**src/rtl/clint_tick_master.sv**
```systemverilog
// clint_tick_master: autonomous periodic tick on the CLINT timer.
// Reads mtime tear-free and re-arms mtimecmp by period on expiry.
module clint_tick_master #(
  parameter int PERIOD_W = 32
) (
  input  logic                clk,
  input  logic                rst,
  input  logic                en,
  input  logic [PERIOD_W-1:0] period,
  output logic                bus_req,
  input  logic                bus_gnt,
  output logic [15:0]         a,
  output logic [31:0]         d,
  output logic                we,
  input  logic [31:0]         spo,
  input  logic                t_irq,
  output logic                tick,
  output logic [31:0]         tick_cnt,
  output logic [31:0]         miss_cnt,
  output logic                armed
);

  typedef enum logic [3:0] {
    S_IDLE,
    S_RH1,
    S_RL,
    S_RH2,
    S_CALC,
    S_WCHM,
    S_WCL,
    S_WCH,
    S_WAIT,
    S_DISH,
    S_DISL
  } state_t;

  typedef struct packed {
    logic        req;
    logic        wr;
    logic [15:0] a;
    logic [31:0] d;
  } bus_t;

  localparam logic [15:0] A_CMPL = 16'h4000;
  localparam logic [15:0] A_CMPH = 16'h4004;
  localparam logic [15:0] A_MTL  = 16'hBFF8;
  localparam logic [15:0] A_MTH  = 16'hBFFC;
  localparam logic [31:0] ONES   = 32'hFFFF_FFFF;

  function automatic logic [31:0] swap32(
    input logic [31:0] v
  );
    return {v[7:0], v[15:8], v[23:16], v[31:24]};
  endfunction

  // Bus request, address and data presented while in state s.
  function automatic bus_t bus_for(
    input state_t      s,
    input logic [63:0] c
  );
    bus_t b;
    b = '0;
    unique case (s)
      S_RH1, S_RH2: begin
        b.req = 1'b1;
        b.a   = A_MTH;
      end
      S_RL: begin
        b.req = 1'b1;
        b.a   = A_MTL;
      end
      S_WCHM, S_DISH: begin
        b.req = 1'b1;
        b.wr  = 1'b1;
        b.a   = A_CMPH;
        b.d   = ONES;
      end
      S_WCL: begin
        b.req = 1'b1;
        b.wr  = 1'b1;
        b.a   = A_CMPL;
        b.d   = swap32(c[31:0]);
      end
      S_WCH: begin
        b.req = 1'b1;
        b.wr  = 1'b1;
        b.a   = A_CMPH;
        b.d   = swap32(c[63:32]);
      end
      S_DISL: begin
        b.req = 1'b1;
        b.wr  = 1'b1;
        b.a   = A_CMPL;
        b.d   = ONES;
      end
      default: b = '0;
    endcase
    return b;
  endfunction

  state_t      r_state;
  bus_t        r_bus;
  logic [31:0] r_hi1;
  logic [31:0] r_lo;
  logic [63:0] r_cmp;
  logic        r_first;
  logic        r_tick;
  logic        r_armed;
  logic [31:0] r_tick_cnt;
  logic [31:0] r_miss_cnt;

  state_t      w_ns;
  logic        w_done;
  logic [31:0] w_rd;
  logic [63:0] w_per;
  logic [63:0] w_mtime;
  logic [63:0] w_base;
  logic [63:0] w_sum;
  logic        w_miss;
  logic [63:0] w_nxt;

  assign w_done  = r_bus.req & bus_gnt;
  assign w_rd    = swap32(spo);
  assign w_mtime = {r_hi1, r_lo};

  // Next compare value, with skip-forward when already overrun.
  always_comb begin
    w_per = 64'(period);
    if (period == '0) w_per = 64'd1;
    w_base = r_first ? w_mtime : r_cmp;
    w_sum  = w_base + w_per;
    w_miss = !r_first && (w_sum <= w_mtime);
    w_nxt  = w_miss ? w_mtime + w_per : w_sum;
  end

  // Next-state decode; bus states only move on a granted cycle.
  always_comb begin
    w_ns = r_state;
    unique case (r_state)
      S_IDLE: if (en) w_ns = S_RH1;
      S_RH1:  if (w_done) w_ns = en ? S_RL : S_DISH;
      S_RL:   if (w_done) w_ns = en ? S_RH2 : S_DISH;
      S_RH2: begin
        if (w_done) begin
          if (!en)                w_ns = S_DISH;
          else if (w_rd == r_hi1) w_ns = S_CALC;
          else                    w_ns = S_RL;
        end
      end
      S_CALC: w_ns = en ? S_WCHM : S_DISH;
      S_WCHM: if (w_done) w_ns = en ? S_WCL : S_DISH;
      S_WCL:  if (w_done) w_ns = en ? S_WCH : S_DISH;
      S_WCH:  if (w_done) w_ns = en ? S_WAIT : S_DISH;
      S_WAIT: begin
        if (!en)       w_ns = S_DISH;
        else if (t_irq) w_ns = S_RH1;
      end
      S_DISH: if (w_done) w_ns = S_DISL;
      S_DISL: if (w_done) w_ns = S_IDLE;
      default: w_ns = S_IDLE;
    endcase
  end

  // State, datapath and registered bus/status outputs.
  always_ff @(posedge clk) begin
    if (rst) begin
      r_state    <= S_IDLE;
      r_bus      <= '0;
      r_hi1      <= '0;
      r_lo       <= '0;
      r_cmp      <= '0;
      r_first    <= 1'b1;
      r_tick     <= 1'b0;
      r_armed    <= 1'b0;
      r_tick_cnt <= '0;
      r_miss_cnt <= '0;
    end else begin
      r_state <= w_ns;
      r_bus   <= bus_for(w_ns, r_cmp);
      r_armed <= (w_ns == S_WAIT);
      r_tick  <= 1'b0;
      unique case (r_state)
        S_IDLE: if (en) r_first <= 1'b1;
        S_RH1:  if (w_done) r_hi1 <= w_rd;
        S_RL:   if (w_done) r_lo <= w_rd;
        S_RH2:  if (w_done) r_hi1 <= w_rd;
        S_CALC: begin
          if (en) begin
            r_cmp   <= w_nxt;
            r_first <= 1'b0;
            if (w_miss) r_miss_cnt <= r_miss_cnt + 32'd1;
          end
        end
        S_WAIT: begin
          if (en && t_irq) begin
            r_tick     <= 1'b1;
            r_tick_cnt <= r_tick_cnt + 32'd1;
          end
        end
        S_DISL: if (w_done) r_first <= 1'b1;
        default: ;
      endcase
    end
  end

  assign bus_req  = r_bus.req;
  assign a        = r_bus.a;
  assign d        = r_bus.d;
  assign we       = r_bus.req & r_bus.wr & bus_gnt;
  assign tick     = r_tick;
  assign tick_cnt = r_tick_cnt;
  assign miss_cnt = r_miss_cnt;
  assign armed    = r_armed;

endmodule
```
**config.mk**
```make
export PLATFORM = sky130hd
export DESIGN_NAME = clint_tick_master
export DESIGN_NICKNAME = d
export VERILOG_FILES = /design/src/rtl/clint_tick_master.sv
export SDC_FILE = /design/constraint.sdc
export NUM_CORES = 1
export LEC_CHECK = 0
export BUFFER_PORTS_ARGS = -buffer_cell sky130_fd_sc_hd__buf_2
export CORE_MARGIN = 1
export CORE_UTILIZATION = 40
export DETAILED_ROUTE_END_ITERATION = 6
export MAX_ROUTING_LAYER = met4
export PLACE_DENSITY_LB_ADDON = 0.1
export RECOVER_POWER = 100
export SLEW_MARGIN = 15
export SYNTH_ARGS = -nofsm -noshare
export SYNTH_HDL_FRONTEND = slang
export SYNTH_SLANG_ARGS = --single-unit
export TNS_END_PERCENT = 10
```
**constraint.sdc**
```tcl
create_clock -name clk -period 15.3 [get_ports clk]
set_clock_uncertainty 0.15 [all_clocks]
set_input_delay 0.765 -clock clk [delete_from_list [all_inputs] [get_ports clk]]
set_output_delay 0.765 -clock clk [all_outputs]
set_load 0.02 [all_outputs]
```
==> impl_metrics.yaml <==
outcome:
  status: "finished, violations left"
  failed_checks: "max-capacitance violations, max-slew violations"
timing:
  setup_violations: 0
  fin_tns_setup_ps: 0
  layout_min_cycle_time_ps: 10550
  max_slew_margin_pct: -138
  worst_slack_ps: 4750
  rsz0062_at_grt: "no"
  fmax_mhz: 94.8
  fin_crit_sh_pct: 68.9
  hold_violations: 0
  tightestPinTransition_ps: 3560
  slew_viol_final: 247
final_layout:
  final_common_cell: "nand2_1"
  final_net_count: 2599
  area_growth_pct: 8.84
  drive_gt1_share_pct: 8.28
  fill_cells: 4721
  layout_common_cells: "267 x nand2_1, 235 x dfxtp_1, 200 x a21oi_1"
global_routing:
  grt_max_degree: 76
  grt_pass1_wl_mm: 107
  track_usage_pct: 30.7
  first_global_vias: 16900
  grt_overflow: 0
  antenna_found_initial: 2
cts:
  cts_hold_buf: 0
  clockBufferDepth: 3
  cts_made_buffers: 30
  cts-resized-gates: 0
  clkSinkCount: 236
  cts_tree: "built"
  h-tree-depth: 1
  cts-root-buf: "clkbuf_16"
  worstSkewPairLatency_ps: 590
  cts_setup_buffers: 0
  clk_pin_slew_ps: 70
placement:
  numPortBuffers: 182
  hpwl_mm: 54.3
  dpl_worst_slack_ps: 6600
  gp_congestion: 1.02
floorplanning:
  rows: 78
  die-area_sq_um: 46900
  start_util_pct: 40.6
  core-area_sq_um: 45400
  pin_count: 185
  die_width_um: 216
  die_h_um: 216
synth:
  synth-seq-cells: 236
  synthCells: 2387
  avgSynthCellArea_sq_um: 7.71
  synth_cell_types: 93
  postSynth.asyncResetShare_pct: 0
  synth_edf_count: 0
  yosysSeqAreaShare_pct: 25.7
  ys.flop_type: "dfxtp_1"
  yosysTopAreaCellShare_pct: 25.7
  synthTopCellsByArea: "dfxtp_1 26%, ha_1 8.2%, nand2_1 5.4%, a21oi_1 5.4%, xnor2_1 4.9%"
  yosysTopAreaCell: "dfxtp_1"
  ys_warn_count: 0
  synth_area_sq_um: 18400
critical_path:
  critical_path.startpoint_type: "input pin"
  reg2reg_depth: 22
  rr_endpoint: "r_cmp[30]"
  critPathMaxFanout: 52
  path_class: "input pin to register"
  reg2reg_slack_ps: 4780
  r2r_start: "r_first"
  arrival_ps: 10890
  required_ps: 15650
  cp-end-kind: "register"
worst_hold_path:
  hold_start: "spo[1]"
  hold_path_class: "input pin to register"
  hold_path_depth: 3
  holdPathEnd: "r_hi1[25]"
power:
  intPower_mw: 1.10
  ir_drop_mv: 0.0937
  switching_share_pct: 29.4
  leakagePower_nw: 7.63
  power_switching_mw: 0.460
  power_frac_clock_pct: 45.1
  seqPwrFrac_pct: 40.5
  combinationalPowerShare_pct: 14.3
  power.density_nw_per_um2: 78.1
drt:
  drt_iter0_markers: 1534
  antenna_left: 0
  drc: 0
  drt-total-wl_mm: 71.8
  drtPass1Iterations: 5
  num_vias: 18000
  post_drt_wl_per_cell_um: 23.7
  via_per_inst: 5.95
job:
  cap_violations: 7
[state kept, by name, indices dropped and copies added, names as in the netlist]
| name | cells |
|---|---|
| tick_cnt | 32 |
| r_first | 1 |
| r_lo | 32 |
| miss_cnt | 32 |
| r_bus | 1 |
| d | 32 |
| armed | 1 |
| bus_req | 1 |
| r_state | 4 |
| r_cmp | 64 |
| a | 3 |
| tick | 1 |
| r_hi1 | 32 |
[critical path, cell delays in order]
cell and delay (ps):
clkbuf_1 110, nor4_1 530, nand4_1 340, o21bai_1 380, ha_1 230, inv_1 60, fa_1 420, and3b_1 260
a311oi_1 90, a211oi_1 350, o21ba_1 230, o21a_1 220, o211ai_1 460, or3_1 540, and2_0 170, ha_1 290
nand4_1 230, nor3_1 110, a221oi_1 370, nand4_1 160, a2111oi_0 1060, or2_2 270, clkbuf_1 2320, a32oi_1 290
or2_2 470, o31ai_1 70
[area by class of cell]
cell class / count / area [sq um] / area share (%)
Tap cell: 600 / 751 / 3.75
Sequential cell: 236 / 4730 / 23.6
Multi-Input combinational cell: 1823 / 12200 / 61.1
Timing Repair Buffer: 207 / 931 / 4.65
Inverter: 109 / 409 / 2.04
Clock buffer: 42 / 867 / 4.33
Clock inverter: 12 / 95.1 / 0.475
Antenna cell: 1 / 2.50 / 0.0125
[cell families after synthesis]
family	share of synthesized area (%)
xor gates and xnor gates	9.19
adders and majority gates	8.83
muxes	5.48
DFF	25.7
AOI/OAI and AO/OA	21.5
and+or+nand+nor	21.4
other	0.0204
buffers and inverters	7.92
[synthesized netlist by cell type, drive strengths merged (35+ instances only)]
cell type / number
inv: 109
dfxtp: 236
nor4: 37
nand2: 267
nor3: 39
xor2: 90
a21o: 43
buf: 75
o21a: 41
nor2: 192
ha: 121
nand3: 61
xnor2: 103
o21ai: 79
clkbuf: 145
a21oi: 201
mux2: 35
mux2i: 61
nand4: 55
[power groups by stage]
stage	clock (mW)	combinational [mW]	sequential, mW
final	0.706	0.224	0.634
after global placement	0	0.225	0.646
after detailed placement	0	0.225	0.646
after CTS	0.719	0.226	0.633
after floorplan	0	0.165	0.639
after global routing	0.742	0.243	0.634
[how the worst max path moves through the flow]
stage                 to  cells after the start  slack, ps       start
6_report       r_cmp[30]                     26       4750  period[25]
2_1_floorplan  r_cmp[50]                     31       7970     r_first
3_3_place_gp   r_cmp[46]                     26       6710  period[25]
4_1_cts        r_cmp[46]                     26       7180  period[25]
3_5_place_dp   r_cmp[46]                     26       6600  period[25]
5_1_grt        r_cmp[30]                     26       4100  period[25]
[per-stage QoR]
stage	cells	instance area [sq um]	hold WS, ps	power (mW)	utilization, %
2_1_floorplan	2388	18400	292	0.804	-
3_3_place_gp	2975	19300	314	0.871	42.5
3_5_place_dp	2975	19300	336	0.871	42.5
4_1_cts	3029	20200	289	1.58	44.6
5_1_grt	3029	20000	310	1.62	44.1
6_report	3030	20000	314	1.56	44.1
[layer usage]
metal	track usage [%]	vias to the layer above	wire length (um)
met5	-	-	0
met4	9.91	0	2370
met3	3.66	125	4410
met2	48.6	640	32500
met1	40.4	8757	32500
li1	-	8516	-
No activity file was read; power rests on OpenSTA's default activity.
